<file path="config.mk">
export PLATFORM = sky130hd
export DESIGN_NAME = riscv_sw_debounce_flat
export DESIGN_NICKNAME = d
export VERILOG_FILES = /design/src/rtl/riscv_sw_debounce_if.sv /design/src/rtl/riscv_sw_debounce.sv /design/src/flat_wrapper.sv
export SDC_FILE = /design/constraint.sdc
export NUM_CORES = 1
export LEC_CHECK = 0
export ABC_AREA = 1
export BUFFER_PORTS_ARGS = -buffer_cell sky130_fd_sc_hd__buf_2
export CORE_MARGIN = 3
export CORE_UTILIZATION = 40
export CTS_BUF_LIST = sky130_fd_sc_hd__clkbuf_16
export DETAILED_ROUTE_END_ITERATION = 12
export HOLD_SLACK_MARGIN = 0.05
export PLACE_DENSITY_LB_ADDON = 0.2
export SLEW_MARGIN = 30
export SYNTH_ARGS = -nofsm -noshare
export SYNTH_HDL_FRONTEND = slang
export SYNTH_SLANG_ARGS = --single-unit
</file>
<file path="constraint.sdc">
create_clock -name clk -period 1.7 [get_ports clk]
set_input_delay 0.34 -clock clk [delete_from_list [all_inputs] [get_ports clk]]
set_output_delay 0.34 -clock clk [all_outputs]
set_load 0.005 [all_outputs]
</file>
<file path="src/rtl/riscv_sw_debounce_if.sv">
// Switch conditioning bus: raw pins in, debounced value, change strobe and tick out.
interface riscv_sw_debounce_if #(
  parameter int unsigned WIDTH = 24
);
  logic [WIDTH-1:0] sw_raw;
  logic [WIDTH-1:0] sw_out;
  logic             sw_change;
  logic             sample_tick;

  modport master (
    output sw_raw,
    input  sw_out,
    input  sw_change,
    input  sample_tick
  );

  modport slave (
    input  sw_raw,
    output sw_out,
    output sw_change,
    output sample_tick
  );
endinterface

</file>
<file path="src/rtl/riscv_sw_debounce.sv">
// Board switch conditioner: 2-flop synchroniser, shared sample prescaler,
// per-bit saturating-free debounce counters, and a 1-cycle change strobe.
module riscv_sw_debounce #(
  parameter int unsigned WIDTH          = 24,
  parameter int unsigned TICK_DIV       = 100000,
  parameter int unsigned STABLE_SAMPLES = 4
) (
  input logic                 clk,
  input logic                 rst,
  riscv_sw_debounce_if.slave  bus
);

  localparam int unsigned PW = (TICK_DIV > 1) ? $clog2(TICK_DIV) : 1;
  localparam int unsigned CW = $clog2(STABLE_SAMPLES) + 1;

  logic [WIDTH-1:0] sync1_q;
  logic [WIDTH-1:0] sync2_q;
  logic [PW-1:0]    presc_q;
  logic [PW-1:0]    presc_d;
  logic [CW-1:0]    cnt_q [WIDTH];
  logic [CW-1:0]    cnt_d [WIDTH];
  logic [WIDTH-1:0] sw_q;
  logic [WIDTH-1:0] sw_d;
  logic             change_q;
  logic             change_d;
  logic             tick;

  // Tick is decoded from the registered prescaler so it lines up with its count.
  always_comb begin
    tick    = (presc_q == PW'(TICK_DIV - 1));
    presc_d = tick ? '0 : presc_q + PW'(1);
  end

  // A sample matching the output cancels progress; S-1 prior mismatches plus this one flip.
  always_comb begin
    sw_d  = sw_q;
    cnt_d = cnt_q;
    if (tick) begin
      for (int i = 0; i < int'(WIDTH); i++) begin
        if (sync2_q[i] == sw_q[i]) begin
          cnt_d[i] = '0;
        end else if (cnt_q[i] == CW'(STABLE_SAMPLES - 1)) begin
          sw_d[i]  = sync2_q[i];
          cnt_d[i] = '0;
        end else begin
          cnt_d[i] = cnt_q[i] + CW'(1);
        end
      end
    end
    change_d = |(sw_d ^ sw_q);
  end

  always_ff @(posedge clk) begin
    if (rst) begin
      sync1_q  <= '0;
      sync2_q  <= '0;
      presc_q  <= '0;
      sw_q     <= '0;
      change_q <= 1'b0;
      for (int i = 0; i < int'(WIDTH); i++) begin
        cnt_q[i] <= '0;
      end
    end else begin
      sync1_q  <= bus.sw_raw;
      sync2_q  <= sync1_q;
      presc_q  <= presc_d;
      sw_q     <= sw_d;
      change_q <= change_d;
      for (int i = 0; i < int'(WIDTH); i++) begin
        cnt_q[i] <= cnt_d[i];
      end
    end
  end

  assign bus.sw_out      = sw_q;
  assign bus.sw_change   = change_q;
  assign bus.sample_tick = tick;

endmodule

</file>
<file path="src/flat_wrapper.sv">
// flat-port wrapper written by rule: the top's interface ports become plain ports
module riscv_sw_debounce_flat 
#(
  parameter int unsigned WIDTH          = 24,
  parameter int unsigned TICK_DIV       = 100000,
  parameter int unsigned STABLE_SAMPLES = 4
)
  (clk, rst, bus_sw_raw, bus_sw_out, bus_sw_change, bus_sample_tick);
  riscv_sw_debounce_if #(.WIDTH(WIDTH)) bus_i ();
  input logic clk;
  input logic rst;
  input wire logic [$bits(bus_i.sw_raw)-1:0] bus_sw_raw;
  output wire logic [$bits(bus_i.sw_out)-1:0] bus_sw_out;
  output wire logic [$bits(bus_i.sw_change)-1:0] bus_sw_change;
  output wire logic [$bits(bus_i.sample_tick)-1:0] bus_sample_tick;
  assign bus_i.sw_raw = bus_sw_raw;
  assign bus_sw_out = bus_i.sw_out;
  assign bus_sw_change = bus_i.sw_change;
  assign bus_sample_tick = bus_i.sample_tick;
  riscv_sw_debounce #(.WIDTH(WIDTH), .TICK_DIV(TICK_DIV), .STABLE_SAMPLES(STABLE_SAMPLES)) u_core (.clk(clk), .rst(rst), .bus(bus_i));
endmodule
</file>
== Word-level counts from Yosys, hierarchy flattened ==
Cells that the tools add are included.
Cells by class
  $add $sub $neg: 25
  equality and inequality tests: 49
  multiplexer cells: 97
  bitwise operators: 1
  reductions and logical operators: 2
Operators with widths (count)
  3-bit 2-to-1 mux: 48
  3-bit by 1-bit adder with 3-bit output (second input constant): 24
  3-bit by 2-bit equality test with 1-bit output (second input constant): 24
  1-bit 2-to-1 mux: 48
  1-bit equality test: 24
  24-bit 2-to-1 mux: 1
  24-bit OR reduction: 1
  24-bit bitwise XOR: 1
  17-bit by 1-bit adder with 17-bit output (second input constant): 1
  17-bit equality test (second input constant): 1
  2-bit OR reduction: 1
Word-level totals
  flip-flop bits (word level): 162
  output and inout bits: 26

== Longest topological paths before layout ==
Gate-level depths: netlist of the first run.
  depth after elaboration: 6
  depth in mapped cells: 11
  mapped depth without buffers: 11

== Worst setup path after synthesis of the first run ==
Ideal clock, no wire load.
  kind: reg2out
  from: register u_core.presc_q[0]
  to: output port bus_sample_tick
  arrival time: 1386 ps
  required time: 1360 ps
  path slack: -26 ps
  stages on the path, launching flop included: 8
  path through: dfxtp_1 > ha_1 > nand3_1 > nor3_2 > nand2_2 > inv_2 > buf_4 > buf_2
On the way
  longest elaborated chain between the ends: 1
Ends and longest elaborated chain
  from (decl): line riscv_sw_debounce.sv:18  | logic [PW-1:0] presc_q;
  from (signal assigned): line riscv_sw_debounce.sv:66  | presc_q <= presc_d;
  17-bit equality test: line riscv_sw_debounce.sv:30  | tick = (presc_q == PW'(TICK_DIV - 1));
  to (decl): line flat_wrapper.sv:15  | output wire logic [$bits(bus_i.sample_tick)-1:0] bus_sample_tick;
No other way between the ends.

== Worst setup path after layout of the first run ==
  from: register u_core.presc_q[4]
  to: output port bus_sample_tick
The elaborated chain is that of the path after synthesis.

==> flow_summary.toml, run 1 <==
[run_status]
status = "complete, but fails checks"
violations = "setup timing"

[sta]
fmax_mhz = 560
finalCriticalPeriod_ns = 1.79
rsz0062_at_grt = "yes"
max-slew-margin-rel_pct = 64.8
fin_skew_ns = 0.00993
min_period_over_period_pct = 105
drv_slew = 0
hold_viol = 0
setup_tns_ns = -0.180
setup_ws_ns = -0.0866
setup_violations = 4
tightestPinTransition_ns = 0.524
fin_hold_ws_ns = 0.107

[drt]
ant_nets = 0
finalWirelength_um = 15100
post-route-drc-count = 0
avgViaCountPerCell = 4.74
vias = 5525
drt_iter0_drc = 280
dr.pass1.iters = 4
detail_route.wl_per_cell_um = 12.9

[pwr]
pwr-share-seq_pct = 50.0
vdd_ir_drop_max_mv = 0.711
pwr-share-comb_pct = 3.3
clkPwrFrac_pct = 46.7
power_density_mw_per_mm2 = 944
p_sw_mw = 1.79
power.share.switching_pct = 23.0
p_leak_nw = 3.68
internal_power_mw = 5.98
total_power_mw = 7.77

[global_routing]
grt_pass1_wl_um = 24800
antenna_found_initial = 0
grt-ovfl-total = 0
grtUsageTotal_pct = 16.9
grt_pass1_vias = 5085
grt_start_max_net_pins = 56

[clock_network]
clockBufferDepth = 2
clock-sinks = 162
cts_buffers = 17
cts-root-buf = "clkbuf_16"
cts_tree = "built"
htreeDepth = 4
insertion_delay_ns = 0.43
cts.clk_slew.worst_paths_ns = 0.07

[setup_path]
r2r_start = "u_core.presc_q[4]$_SDFF_PP0_"
path_class = "flip-flop to primary output"
cpPeakStageDelay_ns = 0.39
worstSetupStartpointType = "flip-flop"
r2r_cells = 9
rrSetupSlack_ns = -0.06
path_cells = "nand2_1, nor3_2, nand2_4, inv_4, buf_6"
worstPathArrival_ns = 1.45
crit_fanout = 4
rr_endpoint = "u_core.bus.sw_change$_SDFF_PP0_"
critPathSlowestCell = "dfxtp_1"
cp.required_ns = 1.36
end_kind = "primary output"

[logic_synthesis]
netlist_area_mm2 = 0.00667
yosysSeqAreaShare_pct = 48.6
synthFlopType = "dfxtp_1"
synth_top_cell_area_share_pct = 48.6
ys_types = 29
syn-num-nets = 901
yosys_warnings = 0
netlist_top_cells_count = "dfxtp_1 (162), inv_1 (133), nor2_1 (128)"
synth_edf_count = 0
synth_seq_cells = 162
synth_largest_area_cell = "dfxtp_1"
yosysMostFrequentCell = "dfxtp_1"
async_flop_share_pct = 0
postSynthCellCount = 850
synth_top_cells_by_area = "dfxtp_1 (49%), inv_1 (7.5%), nor2_1 (7.2%)"
syn_area_per_cell_um2 = 7.85

[floorplanning]
coreArea_mm2 = 0.0161
die_h_um = 135
rows = 46
ios = 52
die_x_um = 135
initial_core_util_pct = 41.4
die_area_mm2 = 0.0183

[cells_and_area]
area_growth_pct = 23.4
fill_cells = 1598
final_cells = 1166
diodes = 0
final_nets = 988
layout-drive-gt1-share_pct = 18.2

[hold_path]
holdPathStages = 3
min_path_type = "input port to flip-flop"
hp-start = "bus_sw_raw[11]"
holdPathEnd = "u_core.sync1_q[11]$_SDFF_PP0_"

[job]
drv_cap = 0

[placement]
io_buffers = 51
place.gp.congestion = 0.754
hpwl_um = 10000
dp_cells = 1125
placed cells by master, fill, tap and decap left out, types with 3 or more instances in the layout:
cell,synthesis,routed
buf_6,2,8
nand2_1,76,70
or2_2,5,4
inv_1,133,133
nand3_1,84,81
buf_4,2,41
o22ai_1,24,24
dfxtp_1,162,157
clkinvlp_4,0,4
nand4_1,22,22
inv_6,0,4
clkbuf_16,0,19
dfxtp_2,0,5
clkinv_4,0,3
a21boi_0,7,7
nor2_2,2,5
o21ai_0,41,40
a21oi_1,30,30
buf_2,13,50
nor2_1,128,125
nor3_1,33,30
nand2_4,0,5
xor2_1,28,28
ha_1,25,24
o21ai_1,3,3
nor3_2,2,4
worst max path at each step:
stage | from | end | slack [ns] | cells past startpoint
CTS | u_core.presc_q[1]$_SDFF_PP0_ | bus_sample_tick | -0.16 | 6
global route | u_core.presc_q[0]$_SDFF_PP0_ | bus_sample_tick | -0.18 | 6
floorplan | u_core.presc_q[0]$_SDFF_PP0_ | bus_sample_tick | 0.04 | 7
detailed placement | u_core.presc_q[0]$_SDFF_PP0_ | u_core.cnt_q[40]$_SDFFE_PP0N_ | -0.08 | 8
global placement | u_core.presc_q[0]$_SDFF_PP0_ | u_core.bus.sw_change$_SDFF_PP0_ | -0.03 | 10
finish | u_core.presc_q[4]$_SDFF_PP0_ | bus_sample_tick | -0.09 | 5
timing repair:
item                                   in CTS  in global routing
pin swaps                                   2                  9
setup buffers                               5                  4
setup endpoints to repair                  65                 96
hold buffers                                0                  0
resized for setup                          17                 32
endpoints found under the hold margin       0                  0
cloned                                      0                  2
routing by layer:
metal | track usage [%] | up-vias | part of all wire [%]
li1 | - | 2913 | -
met1 | 23.7 | 2525 | 50
met2 | 26.3 | 69 | 45
met3 | 3.23 | 18 | 3.2
met4 | 5.94 | 0 | 1.5
met5 | 0 | - | 0
power by group through the flow:
stage / Clock, mW / Sequential (mW) / Combinational, mW
global placement: 0 / 3.97 / 0.242
global route: 3.87 / 3.89 / 0.292
floorplan: 0 / 3.96 / 0.146
CTS: 3.72 / 3.88 / 0.250
detailed placement: 0 / 3.97 / 0.243
finish: 3.63 / 3.89 / 0.256
worst max-delay path: cells and delay by family, from the launching register on:
kind / cells / cell delay (ns)
flops: 1 / 0.39
simple gates: 3 / 0.47
buf+inv: 2 / 0.16
cells by family (layout without fill, tap and decap cells):
kind of cell	after synthesis	count (layout)	synth area share [%]
simple gates	358	358	24.1
xor+xnor	28	28	3.68
flops	162	162	48.6
buf+inv	171	271	10.2
fa+ha+maj	25	25	4.69
compound gates	106	106	8.70
sequential cells by signal (all words and copies together) (netlist names):
name                  count
u_core.bus.sw_out        24
u_core.presc_q           17
u_core.bus.sw_change      1
u_core.sync1_q           24
u_core.sync2_q           24
u_core.cnt_q             72
per-stage QoR:
| step | setup slack, ns | area (um^2) | util, % |
|---|---|---|---|
| 2_1_floorplan | 0.0430 | 6670 | - |
| 3_3_place_gp | -0.0304 | 7380 | 45.8 |
| 3_5_place_dp | -0.0795 | 7380 | 45.8 |
| 4_1_cts | -0.162 | 8050 | 50.0 |
| 5_1_grt | -0.176 | 8240 | 51.1 |
| 6_report | -0.0866 | 8240 | 51.1 |
area by class of cell:
class | instances | area, um^2 | area share, %
flip-flops and latches | 162 | 3250 | 39.5
multi-input cells | 517 | 2880 | 35.0
repair buffers | 105 | 768 | 9.33
inverters | 134 | 505 | 6.14
clock buffers | 17 | 425 | 5.17
well taps | 216 | 270 | 3.28
clock inverters | 15 | 135 | 1.64
Note: power is estimated with default switching activity, not from simulation.
==> run 2, diff against run 1 <==
--- a/config.mk
+++ b/config.mk
@@ -6,11 +6,11 @@
 export NUM_CORES = 1
 export LEC_CHECK = 0
 export ABC_AREA = 1
-export BUFFER_PORTS_ARGS = -buffer_cell sky130_fd_sc_hd__buf_2
 export CORE_MARGIN = 3
 export CORE_UTILIZATION = 40
 export CTS_BUF_LIST = sky130_fd_sc_hd__clkbuf_16
 export DETAILED_ROUTE_END_ITERATION = 12
+export DONT_BUFFER_PORTS = 1
 export HOLD_SLACK_MARGIN = 0.05
 export PLACE_DENSITY_LB_ADDON = 0.2
 export SLEW_MARGIN = 30
==> flow_summary.toml, run 2 (synthesis gave the netlist of run 1 again) <==
[run_status]
status = "complete, but fails checks"
violations = "setup timing"

[global_routing]
grt-ovfl-total = 0
grt_pass1_wl_um = 24200
grt_start_max_net_pins = 56
grtUsageTotal_pct = 16.7
grt_pass1_vias = 4948
antenna_found_initial = 0

[pwr]
p_leak_nw = 3.53
vdd_ir_drop_max_mv = 0.763
power_density_mw_per_mm2 = 977
total_power_mw = 8.08

[setup_path]
crit_fanout = 5
worstPathArrival_ns = 1.45
cp_top_family = "flip-flops"
path_class = "flip-flop to primary output"
cp.required_ns = 1.36
cp.depth = 6
cpPeakStageDelay_ns = 0.35
worstPathBufferInverterCount = 2
r2r_cells = 9
path_cells = "ha_4, nand3_4, nor3_4, nand2_4, inv_4, buf_6"
critPathSlowestCell = "dfxtp_2"
worstSetupStartpointType = "flip-flop"
end_kind = "primary output"

[floorplanning]
rows = 46
initial_core_util_pct = 41.4
die_x_um = 135
coreArea_mm2 = 0.0161
die_h_um = 135
die_area_mm2 = 0.0183
ios = 52

[clock_network]
clock-sinks = 162
clockBufferDepth = 2
cts_buffers = 17
insertion_delay_ns = 0.43
cts-root-buf = "clkbuf_16"
cts.clk_slew.worst_paths_ns = 0.06
cts_tree = "built"
htreeDepth = 4

[cells_and_area]
area_growth_pct = 24.0
seqCellArea_mm2 = 0.00325
diodes = 0
final_nets = 955
final_common_cell = "dfxtp_1"
layout-drive-gt1-share_pct = 12.2
max_flop_register = "u_core.cnt_q"
final_cell_mix = "dfxtp_1 (157), inv_1 (131), nor2_1 (125)"
largest_reg_flops = 72
final_cells = 1133
fill_cells = 1512
multi_input_area_mm2 = 0.00288

[drt]
post-route-drc-count = 0
vias = 5350
finalWirelength_um = 14900
avgViaCountPerCell = 4.72
dr.pass1.iters = 4
ant_nets = 0
drt_iter0_drc = 297
detail_route.wl_per_cell_um = 13.2

[sta]
fin_skew_ns = 0.00722
finalCriticalPeriod_ns = 1.79
rsz0062_at_grt = "yes"
setup_tns_ns = -0.0931
fmax_mhz = 558
max-slew-margin-rel_pct = 74.4
min_period_over_period_pct = 105
setup_violations = 1
tightestPinTransition_ns = 0.383
setup_ws_ns = -0.0931
hold_viol = 0
drv_slew = 0

[hold_path]
min_path_type = "input port to flip-flop"
holdPathStages = 3

[placement]
hpwl_um = 9180
io_buffers = 0
dp_cells = 1067
place.gp.congestion = 0.739

[job]
drv_cap = 0
==> run 2: changes by cell type in the layout (fill, tap and decap cells not counted), sizes merged <==
cell         before  now
bufinv            1    3
clkinvlp          4    1
buf             103   45
dlygate4sd3       0   24
clkbuf           19   20
clkinv            5    6
==> run 2: what timing repair did <==
item                                   in CTS  in global routing
hold buffers                               25                  0
gates resized for setup                    15                 31
setup endpoints to repair                  44                 76
pin swaps                                   2                  6
gates cloned                                0                  4
endpoints found under the hold margin      55                  0
setup buffers                               6                  1
==> run 2: routing by layer <==
layer,track usage (%),up-vias,wire [um]
met5,0,-,0
met4,5.54,0,214
met3,5.72,16,658
met2,26.1,79,6750
met1,21.7,2398,7320
li1,-,2857,-
==> run 2: worst min-delay path, delay by kind of cell <==
family                 cells  cell delay, ns
AND/OR/NAND/NOR            1            0.10
buffers and inverters      1            0.09
AO/OA/AOI/OAI              1            0.05
==> run 2: final timing paths <==
| path | startpoint | to | slack (ns) |
|---|---|---|---|
| max | u_core.presc_q[1]$_SDFF_PP0_ | bus_sample_tick | -0.09 |
| min | rst | u_core.cnt_q[67]$_SDFFE_PP0N_ | 0.20 |
| max reg2reg | u_core.presc_q[9]$_SDFF_PP0_ | u_core.bus.sw_change$_SDFF_PP0_ | 0.02 |
| min reg2reg | u_core.sync1_q[17]$_SDFF_PP0_ | u_core.sync2_q[17]$_SDFF_PP0_ | 0.40 |
==> run 2: area by class of cell <==
type | instances | share of cell area, %
sequential | 162 | 39.3
multi-input combinational | 517 | 34.8
timing repair buffer | 72 | 9.21
inverter | 134 | 6.11
clock buffer | 17 | 5.14
tap | 216 | 3.27
clock inverter | 15 | 2.16
==> run 2: metrics by stage <==
step | setup WS, ns | util, % | cell area [um^2] | hold WS [ns]
CTS | -0.175 | 50.2 | 8090 | 0.163
floorplan | 0.0430 | - | 6670 | 0.388
global placement | -0.0139 | 44.1 | 7110 | 0.390
global route | -0.184 | 51.3 | 8270 | 0.220
detailed placement | -0.0417 | 44.1 | 7110 | 0.392
finish | -0.0931 | 51.3 | 8270 | 0.204
==> run 2: report_power, final <==
part	total [mW]	leakage [nW]	switching, mW	internal, mW
Sequential	3.89	1.32	0.0300	3.86
Clock	3.92	0.295	1.59	2.32
Combinational	0.278	1.92	0.154	0.124
==> run 3, diff against run 2 <==
--- a/config.mk
+++ b/config.mk
@@ -5,7 +5,6 @@
 export SDC_FILE = /design/constraint.sdc
 export NUM_CORES = 1
 export LEC_CHECK = 0
-export ABC_AREA = 1
 export CORE_MARGIN = 3
 export CORE_UTILIZATION = 40
 export CTS_BUF_LIST = sky130_fd_sc_hd__clkbuf_16
==> flow_summary.toml, run 3 <==
[run_status]
status = "complete, but fails checks"
violations = "setup timing"

[logic_synthesis]
synth_edf_count = 0
yosysSeqAreaShare_pct = 49.7
synth_top_cell_area_share_pct = 49.7
synth_mux_area_share_pct = 0
synth_seq_cells = 162
yosys_warnings = 0
ys_types = 36
syn-num-nets = 772
synth_top_family_by_area = "simple AND/OR/NAND/NOR gates"
synthXorXnorAreaFrac_pct = 5.23
synth_top_cells_by_area = "dfxtp_1 (50%), a21oi_1 (7.0%), nor2b_1 (5.5%)"
synth-simple-area-share_pct = 25.8
netlist_top_cells_count = "dfxtp_1 (162), a21oi_1 (91), nor2b_1 (57)"
netlist_area_mm2 = 0.00653
synth_largest_area_cell = "dfxtp_1"
synth_compound_area_share_pct = 10.9
async_flop_share_pct = 0
postSynthCellCount = 721
synthFlopType = "dfxtp_1"
syn_area_per_cell_um2 = 9.05
synth_fa_ha_area_share_pct = 4.79
yosysMostFrequentCell = "dfxtp_1"

[setup_path]
path_class = "flip-flop to primary output"
cp.required_ns = 1.36
crit_fanout = 8
end_kind = "primary output"
rrSetupSlack_ns = -0.45
cpPeakStageDelay_ns = 0.54
path_cells = "or4b_4, nor4_4, nand3_2, clkinv_4, buf_12"
critPathSlowestCell = "or4b_4"
worstSetupStartpointType = "flip-flop"
worstPathArrival_ns = 1.83

[placement]
pre_cts_ws_ns = -0.367
io_buffers = 0
dp_cells = 959
hpwl_um = 9620
place.gp.congestion = 0.731

[sta]
hold_viol = 0
fin_skew_ns = 0.0135
fmax_mhz = 460
min_period_over_period_pct = 128
drv_slew = 0
fin_hold_ws_ns = 0.00313
tightestPinTransition_ns = 0.597
setup_violations = 113
rsz0062_at_grt = "yes"
max-slew-margin-rel_pct = 60.1
setup_ws_ns = -0.472
finalCriticalPeriod_ns = 2.17

[clock_network]
holdBufCountCts = 50
insertion_delay_ns = 0.43
cts_tree = "built"
cts_buffers = 17
htreeDepth = 4
cts.clk_slew.worst_paths_ns = 0.06
clockBufferDepth = 2
clock-sinks = 162
cts-root-buf = "clkbuf_16"

[floorplanning]
coreArea_mm2 = 0.0159
die_area_mm2 = 0.0179
die_x_um = 134
initial_core_util_pct = 40.9
die_h_um = 134
rows = 46
ios = 52

[hold_path]
min_path_type = "input port to flip-flop"

[job]
drv_cap = 0

[cells_and_area]
largest_reg_flops = 72
final_cell_mix = "dfxtp_1 (160), a21oi_2 (65), nor2b_1 (57)"
max_flop_register = "u_core.cnt_q"
final_common_cell = "dfxtp_1"
layout-drive-gt1-share_pct = 34.3
area_growth_pct = 51.6
diodes = 0
final_cells = 1074
final_nets = 897

[drt]
detail_route.wl_per_cell_um = 16.4
drt_iter0_drc = 294
ant_nets = 0
avgViaCountPerCell = 5.18
dr.pass1.iters = 4
post-route-drc-count = 0
finalWirelength_um = 17600
vias = 5564

[global_routing]
grt_pass1_wl_um = 27200
grtUsageTotal_pct = 19.1
grt_start_max_net_pins = 149
grt_pass1_vias = 5599
grt-ovfl-total = 0
antenna_found_initial = 0

[pwr]
p_leak_nw = 3.71
power_density_mw_per_mm2 = 822
vdd_ir_drop_max_mv = 0.726
[run 3: worst max-delay path, delay by kind of cell (launching register included)]
family                 cells  cell delay (ns)
buffers and inverters      2             0.20
and+or+nand+nor            3             0.88
DFF                        1             0.32
[run 3: area by class of cell]
cell class	instances	area, um^2
fill	1264	6050
multi-input combinational	504	4040
sequential	162	3250
timing repair buffer	141	1640
clock buffer	17	425
tap	216	270
clock inverter	14	188
inverter	20	80.1
[run 3: per-stage QoR]
step / power [mW] / setup TNS (ns) / area (um^2) / util (%)
floorplan: 4.08 / -8.33 / 6610 / -
global placement: 4.10 / -14.35 / 7140 / 44.8
detailed placement: 4.10 / -20.36 / 7140 / 44.8
CTS: 8.18 / -45.20 / 9020 / 56.6
global route: 8.40 / -45.00 / 9890 / 62.0
finish: 8.13 / -36.00 / 9890 / 62.0
[run 3: worst paths after layout]
| kind | from | to | cells past startpoint |
|---|---|---|---|
| worst max-delay path | u_core.presc_q[5]$_SDFF_PP0_ | bus_sample_tick | 5 |
| worst min-delay path | rst | u_core.presc_q[4]$_SDFF_PP0_ | 1 |
| worst max register to register | u_core.presc_q[5]$_SDFF_PP0_ | u_core.bus.sw_out[12]$_SDFF_PP0_ | 9 |
| worst min register to register | u_core.cnt_q[49]$_SDFFE_PP0N_ | u_core.cnt_q[49]$_SDFFE_PP0N_ | 2 |
[run 3: kinds of logic (layout without fill, tap and decap cells)]
logic type | count (synthesis) | count (layout)
AND/OR/NAND/NOR | 306 | 307
AO/OA/AOI/OAI | 133 | 133
XOR/XNOR | 39 | 39
adder cells (fa/ha/maj) | 25 | 25
buffers and inverters | 56 | 192
flip-flops | 162 | 162
[run 3: timing repair]
| item | CTS | global route |
|---|---|---|
| setup endpoints to repair | 113 | 114 |
| cloned | 11 | 3 |
| hold endpoints to repair | 137 | 88 |
| pin swaps | 34 | 84 |
| setup buffers | 22 | 4 |
| gates resized for setup | 80 | 207 |
[run 3: metal layers]
| layer | vias up | wire [um] | track usage [%] |
|---|---|---|---|
| li1 | 2730 | - | - |
| met1 | 2717 | 7400 | 23.6 |
| met2 | 100 | 9030 | 31.8 |
| met3 | 17 | 948 | 6.16 |
| met4 | 0 | 180 | 6.29 |
| met5 | - | 0 | 0 |
[run 3: where the power goes]
group | switching (mW) | internal, mW | leakage (nW)
registers | 0.0298 | 3.86 | 1.32
logic | 0.0849 | 0.153 | 2.10
clock network | 1.56 | 2.44 | 0.289
total | 1.68 | 6.45 | 3.71
